<file path="src/rtl/fetch_ctrl_if.sv">
// Instruction-memory bus for the fetch stage: a single-outstanding
// request/response handshake. The fetch controller is the master.
interface fetch_ctrl_if;
    logic        imem_req;
    logic [31:0] imem_addr;
    logic        imem_ready;
    logic        imem_rvalid;
    logic [31:0] imem_rdata;

    modport master (
        output imem_req,
        output imem_addr,
        input  imem_ready,
        input  imem_rvalid,
        input  imem_rdata
    );

    modport slave (
        input  imem_req,
        input  imem_addr,
        output imem_ready,
        output imem_rvalid,
        output imem_rdata
    );
endinterface

</file>
<file path="src/rtl/fetch_ctrl.sv">
// Instruction-fetch sequencing controller.
// Owns the PC, runs a single-outstanding request/response handshake to
// instruction memory, arbitrates redirects (jalr > jal > taken branch),
// honours decode stalls and presents instr/pc_out/instr_valid to decode.
// Optional build macro MISALIGN_TRAP_EN: a redirect to a target whose low
// two bits are non-zero raises misalign_fault and parks the controller in
// FAULT until reset. Without it, target low bits are silently masked.
module fetch_ctrl #(
    parameter logic [31:0] RESET_PC  = 32'h0000_0000,
    parameter logic [31:0] NOP_INSTR = 32'h0000_0013
) (
    input  logic               clk,
    input  logic               reset,
    input  logic               jal,
    input  logic               jalr,
    input  logic               branch,
    input  logic               branch_taken,
    input  logic [31:0]        branch_target,
    input  logic [31:0]        jalr_target,
    input  logic               stall,
    fetch_ctrl_if.master       imem,
    output logic [31:0]        instr,
    output logic [31:0]        pc_out,
`ifdef MISALIGN_TRAP_EN
    output logic               misalign_fault,
`endif
    output logic               instr_valid
);

    typedef enum logic [2:0] {
        ST_IDLE,
        ST_REQ,
        ST_WAIT,
        ST_HOLD
`ifdef MISALIGN_TRAP_EN
        , ST_FAULT
`endif
    } state_t;

    state_t      state_q;
    logic [31:0] pc_q;
    logic [31:0] req_addr_q;
    logic [31:0] instr_q;
    logic [31:0] pc_out_q;
    logic        valid_q;
    logic        req_q;
    logic        stale_q;
`ifdef MISALIGN_TRAP_EN
    logic        fault_q;
    logic        redir_misaligned;
`endif

    logic        redir;
    logic [31:0] redir_raw;
    logic [31:0] redir_target;

    // Redirect arbitration: jalr wins, jal and taken branch share branch_target.
    always_comb begin
        redir        = jalr | jal | (branch & branch_taken);
        redir_raw    = jalr ? jalr_target : branch_target;
        redir_target = redir_raw & 32'hFFFF_FFFC;
`ifdef MISALIGN_TRAP_EN
        redir_misaligned = |redir_raw[1:0];
`endif
    end

    // Fetch FSM with registered outputs; redirects act regardless of stall.
    always_ff @(posedge clk or posedge reset) begin
        if (reset) begin
            state_q    <= ST_IDLE;
            pc_q       <= RESET_PC;
            req_addr_q <= RESET_PC;
            instr_q    <= NOP_INSTR;
            pc_out_q   <= 32'h0000_0000;
            valid_q    <= 1'b0;
            req_q      <= 1'b0;
            stale_q    <= 1'b0;
`ifdef MISALIGN_TRAP_EN
            fault_q    <= 1'b0;
`endif
        end else begin
            if (valid_q && !stall) begin
                valid_q <= 1'b0;
                instr_q <= NOP_INSTR;
            end
`ifdef MISALIGN_TRAP_EN
            if (state_q == ST_FAULT) begin
                req_q <= 1'b0;
            end else if (redir && redir_misaligned) begin
                state_q <= ST_FAULT;
                fault_q <= 1'b1;
                req_q   <= 1'b0;
                valid_q <= 1'b0;
                instr_q <= NOP_INSTR;
            end else begin
`endif
            if (redir) begin
                valid_q <= 1'b0;
                instr_q <= NOP_INSTR;
            end
            case (state_q)
                ST_IDLE: begin
                    if (redir) begin
                        pc_q <= redir_target;
                    end
                    req_q   <= 1'b1;
                    state_q <= ST_REQ;
                end
                ST_REQ: begin
                    if (imem.imem_ready) begin
                        req_addr_q <= pc_q;
                        req_q      <= 1'b0;
                        state_q    <= ST_WAIT;
                        if (redir) begin
                            pc_q    <= redir_target;
                            stale_q <= 1'b1;
                        end else begin
                            pc_q <= pc_q + 32'd4;
                        end
                    end else if (redir) begin
                        pc_q <= redir_target;
                    end
                end
                ST_WAIT: begin
                    if (imem.imem_rvalid) begin
                        if (stale_q) begin
                            stale_q <= 1'b0;
                            req_q   <= 1'b1;
                            state_q <= ST_REQ;
                            if (redir) begin
                                pc_q <= redir_target;
                            end
                        end else if (redir) begin
                            pc_q    <= redir_target;
                            req_q   <= 1'b1;
                            state_q <= ST_REQ;
                        end else begin
                            instr_q  <= imem.imem_rdata;
                            pc_out_q <= req_addr_q;
                            valid_q  <= 1'b1;
                            if (stall) begin
                                state_q <= ST_HOLD;
                            end else begin
                                req_q   <= 1'b1;
                                state_q <= ST_REQ;
                            end
                        end
                    end else if (redir) begin
                        pc_q    <= redir_target;
                        stale_q <= 1'b1;
                    end
                end
                ST_HOLD: begin
                    if (redir) begin
                        pc_q    <= redir_target;
                        req_q   <= 1'b1;
                        state_q <= ST_REQ;
                    end else if (!stall) begin
                        req_q   <= 1'b1;
                        state_q <= ST_REQ;
                    end
                end
                default: begin
                    state_q <= state_q;
                end
            endcase
`ifdef MISALIGN_TRAP_EN
            end
`endif
        end
    end

    assign imem.imem_req  = req_q;
    assign imem.imem_addr = pc_q;
    assign instr          = instr_q;
    assign pc_out         = pc_out_q;
    assign instr_valid    = valid_q;
`ifdef MISALIGN_TRAP_EN
    assign misalign_fault = fault_q;
`endif

endmodule
</file>
<file path="src/flat_wrapper.sv">
// flat-port wrapper written by rule: the top's interface ports become plain ports
module fetch_ctrl_flat 
#(
    parameter logic [31:0] RESET_PC  = 32'h0000_0000,
    parameter logic [31:0] NOP_INSTR = 32'h0000_0013
)
  (clk, reset, jal, jalr, branch, branch_taken, branch_target, jalr_target, stall, instr, pc_out, instr_valid, imem_imem_req, imem_imem_addr, imem_imem_ready, imem_imem_rvalid, imem_imem_rdata);
  fetch_ctrl_if imem_i ();
  input  logic clk;
  input  logic reset;
  input  logic jal;
  input  logic jalr;
  input  logic branch;
  input  logic branch_taken;
  input  logic [31:0] branch_target;
  input  logic [31:0] jalr_target;
  input  logic stall;
  output logic [31:0] instr;
  output logic [31:0] pc_out;
  output logic instr_valid;
  output wire logic [$bits(imem_i.imem_req)-1:0] imem_imem_req;
  output wire logic [$bits(imem_i.imem_addr)-1:0] imem_imem_addr;
  input wire logic [$bits(imem_i.imem_ready)-1:0] imem_imem_ready;
  input wire logic [$bits(imem_i.imem_rvalid)-1:0] imem_imem_rvalid;
  input wire logic [$bits(imem_i.imem_rdata)-1:0] imem_imem_rdata;
  assign imem_imem_req = imem_i.imem_req;
  assign imem_imem_addr = imem_i.imem_addr;
  assign imem_i.imem_ready = imem_imem_ready;
  assign imem_i.imem_rvalid = imem_imem_rvalid;
  assign imem_i.imem_rdata = imem_imem_rdata;
  fetch_ctrl #(.RESET_PC(RESET_PC), .NOP_INSTR(NOP_INSTR)) u_core (.clk(clk), .reset(reset), .jal(jal), .jalr(jalr), .branch(branch), .branch_taken(branch_taken), .branch_target(branch_target), .jalr_target(jalr_target), .stall(stall), .imem(imem_i), .instr(instr), .pc_out(pc_out), .instr_valid(instr_valid));
endmodule
</file>
<file path="config.mk">
export PLATFORM = sky130hd
export DESIGN_NAME = fetch_ctrl_flat
export DESIGN_NICKNAME = d
export VERILOG_FILES = /design/src/rtl/fetch_ctrl_if.sv /design/src/rtl/fetch_ctrl.sv /design/src/flat_wrapper.sv
export SDC_FILE = /design/constraint.sdc
export NUM_CORES = 1
export LEC_CHECK = 0
export BUFFER_PORTS_ARGS = -buffer_cell sky130_fd_sc_hd__buf_4
export CAP_MARGIN = 25
export CORE_MARGIN = 2
export CORE_UTILIZATION = 40
export DETAILED_ROUTE_END_ITERATION = 16
export PLACE_DENSITY = 0.68
export SLEW_MARGIN = 20
export SYNTH_ARGS = -nofsm -noshare
export SYNTH_HDL_FRONTEND = slang
export SYNTH_SLANG_ARGS = --single-unit
</file>
<file path="constraint.sdc">
create_clock -name clk -period 6.85 [get_ports clk]
set_input_delay 1.37 -clock clk [delete_from_list [all_inputs] [get_ports clk]]
set_output_delay 1.37 -clock clk [all_outputs]
set_load 0.1 [all_outputs]
</file>
==> metrics.md <==
| Metric | Value |
|---|---|
| Post-synthesis async set-or-reset flop share | `100%` |
| Reg-to-reg critical path startpoint | `u_core.state_q[1]` |
| Status | `finished, final reports clean` |
| Critical path peak fanout | `65` |
| Fin crit share | `45.4%` |
| Min-delay src | `u_core.instr[4]` |
| Cell Area, Synth | `5860 µm²` |
| Ys flop type | `dfrtp_1` |
| RSZ-0062 raised after global routing | `false` |
| Fin worst setup slack | `3.74 ns` |
| Clock sinks | `133` |
| Largest net degree at the start of global routing | `73` |
| Critical path class | `input port to flip-flop` |
| Post-Route WL | `15100 µm` |
| #FFs+latches synth | `133` |
| Post-synth top area share | `55.5%` |
| Fillers | `1284` |
| Die W | `125 µm` |
| Routed via count | `4701` |
| Crit path time final | `3.11 ns` |
| CTS tree | `done` |
| Nets | `853` |
| Startpoint types | `input port` |
| Worst hold path class | `flip-flop to flip-flop` |
| Skew final | `0.00999 ns` |
| Hold path cells | `2` |
| TritonRoute pass-1 iters | `4` |
| Achievable Freq | `322 MHz` |
| Detailed Place HPWL | `11000 µm` |
| Total power | `2.78 mW` |
| Final Max Tran Viols | `0` |
| Clock slew at reported path FFs | `0.06 ns` |
| Top cells by area, synth | `dfrtp_1, nand2_1, mux2_2` |
| Port bufs | `198` |
| Vias per inst | `5.01` |
| Routability cong. | `0.861` |
| Area leader, netlist | `dfrtp_1` |
| Leakage | `4.02 nW` |
| Synth Instances | `549` |
| Initial Util | `40.6%` |
| CORE AREA | `14400 µm²` |
| Hold_buf cts | `0` |
| Number of synthesized flops with an enable pin | `0` |
| ANT nets after route | `0` |
| Drt drc | `0` |
| Post-synth top cells | `dfrtp_1, nand2_1, mux2_2, a22o_1` |
| Share of layout cells above drive strength 1 | `36.7%` |
| Post-DR wirelength/cell | `16.1 µm` |
| Synth cell types | `37` |
| Syn Area/Cell | `10.7 µm²` |
| Final hold violations | `0` |
| Count of final setup violators | `0` |
| Count leader, synth | `dfrtp_1` |
| Mapped Nets | `659` |
| Die footprint | `15600 µm²` |
| FF-to-FF path depth | `7` |
| N_diodes | `0` |
| Flop-to-flop setup slack | `4.32 ns` |
| CTS root buf | `clkbuf_16` |
| Sequential-to-total area share from yosys stat | `56.8%` |
| Layout overhead on the synthesized area | `39.2%` |
| Setup bufs post-CTS | `0` |
| Relative slew margins | `39.2%` |
| I/O pin total | `203` |
| Critical Path End Type | `flip-flop` |
| Setup WS pre-CTS | `3.32 ns` |
| CTS H-tree lvls | `4` |
| Max VDD drop | `0.197 mV` |
| Critical Path RT | `7.14 ns` |
| Row count | `44` |
| Die H | `125 µm` |
| Hold Path End | `u_core.instr[4]` |
| Vias in the first global route | `4655` |
| Post-CTS sizing | `0` |
| Number of buffers created by CTS | `17` |
| Initial antenna violation count | `0` |
| CP arrival | `3.40 ns` |
| Warnings, synthesis | `0` |
| GRT overflow | `0` |
| Reg-to-reg endpoint | `u_core.imem.imem_addr[29]` |
| Max-Cap Viols | `0` |
| P per Cell Area | `340 nW/µm²` |
| First-pass GRT wire length | `24100 µm` |
| Max clock buf depth | `2` |
| GRT Resource Usage Total | `19.4%` |
| Clock Latency Late Sink | `0.41 ns` |
| DRT iter0 DRCs | `182` |
| Setup TNS | `0 ns` |
| Worst-margin pin slew | `0.912 ns` |
==> report_power, final <==
part           leakage [nW]  internal [mW]  switching (mW)
logic                  2.02          0.252           0.538
registers              1.71          0.931           0.112
clock network         0.294          0.615           0.327
total                  4.02           1.80           0.977
==> critical path: stages <==
cell and delay, ns:
buf_4 0.28, a211oi_4 0.25, buf_4 0.56, nand2_2 0.60
nand2_1 0.22, nand2_1 0.09
==> per-layer routing <==
metal  share of wire [%]  global-route usage, %  routed length (µm)
met5                   0                      0                   0
met3                 6.4                   5.31                 967
met1                  46                   27.0                6980
met4                 1.0                   5.36                 156
met2                  46                   30.1                7020
==> kinds of logic after synthesis <==
group / count (synthesis) / synth area share (%)
flops: 133 / 56.8
xor+xnor: 26 / 3.88
fa+ha+maj: 5 / 1.07
buf+inv: 37 / 2.43
simple gates: 209 / 16.7
mux: 39 / 7.30
compound gates: 100 / 11.8
==> placed cells by master, fill, tap and decap left out, types with 9 or more instances in the layout <==
cell and count:
o21ai_0 12, xor2_1 16, clkbuf_16 17, mux2i_1 9
dfrtp_1 130, a21oi_1 25, buf_4 204, xnor2_1 10
a211oi_1 22, nand3_1 11, a22o_1 29, nand2_1 123
mux2_2 30, nor2b_1 23, nor3_1 9
==> state kept, by name, summed over array words and instances, names as in the netlist <==
| name | cells |
|---|---|
| u_core.state_q | 2 |
| u_core.instr | 32 |
| u_core.imem.imem_addr | 32 |
| u_core.req_addr_q | 32 |
| u_core.instr_valid | 1 |
| u_core.stale_q | 1 |
| u_core.imem.imem_req | 1 |
| u_core.pc_out | 32 |
==> through the flow <==
stage	utilization, %	area [µm²]	hold slack [ns]	std cells
floorplan	-	5860	0.433	549
finish	56.6	8160	0.458	939
CTS	56.6	8160	0.460	939
global route	56.6	8160	0.475	939
global placement	52.3	7540	0.445	908
detailed placement	52.3	7540	0.446	908
==> cell type report <==
type                    count  area, µm²  share of cell area, %
clock inverters            13        183                   2.24
repair buffers            204       1530                   18.8
well taps                 184        230                   2.82
inverters                   8       35.0                  0.429
flip-flops and latches    133       3330                   40.8
multi-input cells         379       2410                   29.6
clock buffers              18        439                   5.38
==> worst max-delay path by stage <==
stage	start	to	cells past startpoint
after global routing	jalr	u_core.instr[0]	6
after global placement	jalr	u_core.pc_out[10]	6
after detailed placement	jalr	u_core.pc_out[1]	6
after floorplan	reset	u_core.imem.imem_addr[0]	1
after CTS	jalr	u_core.pc_out[1]	6
final	jalr	u_core.pc_out[1]	6
Power figures use the tool's default switching activity.
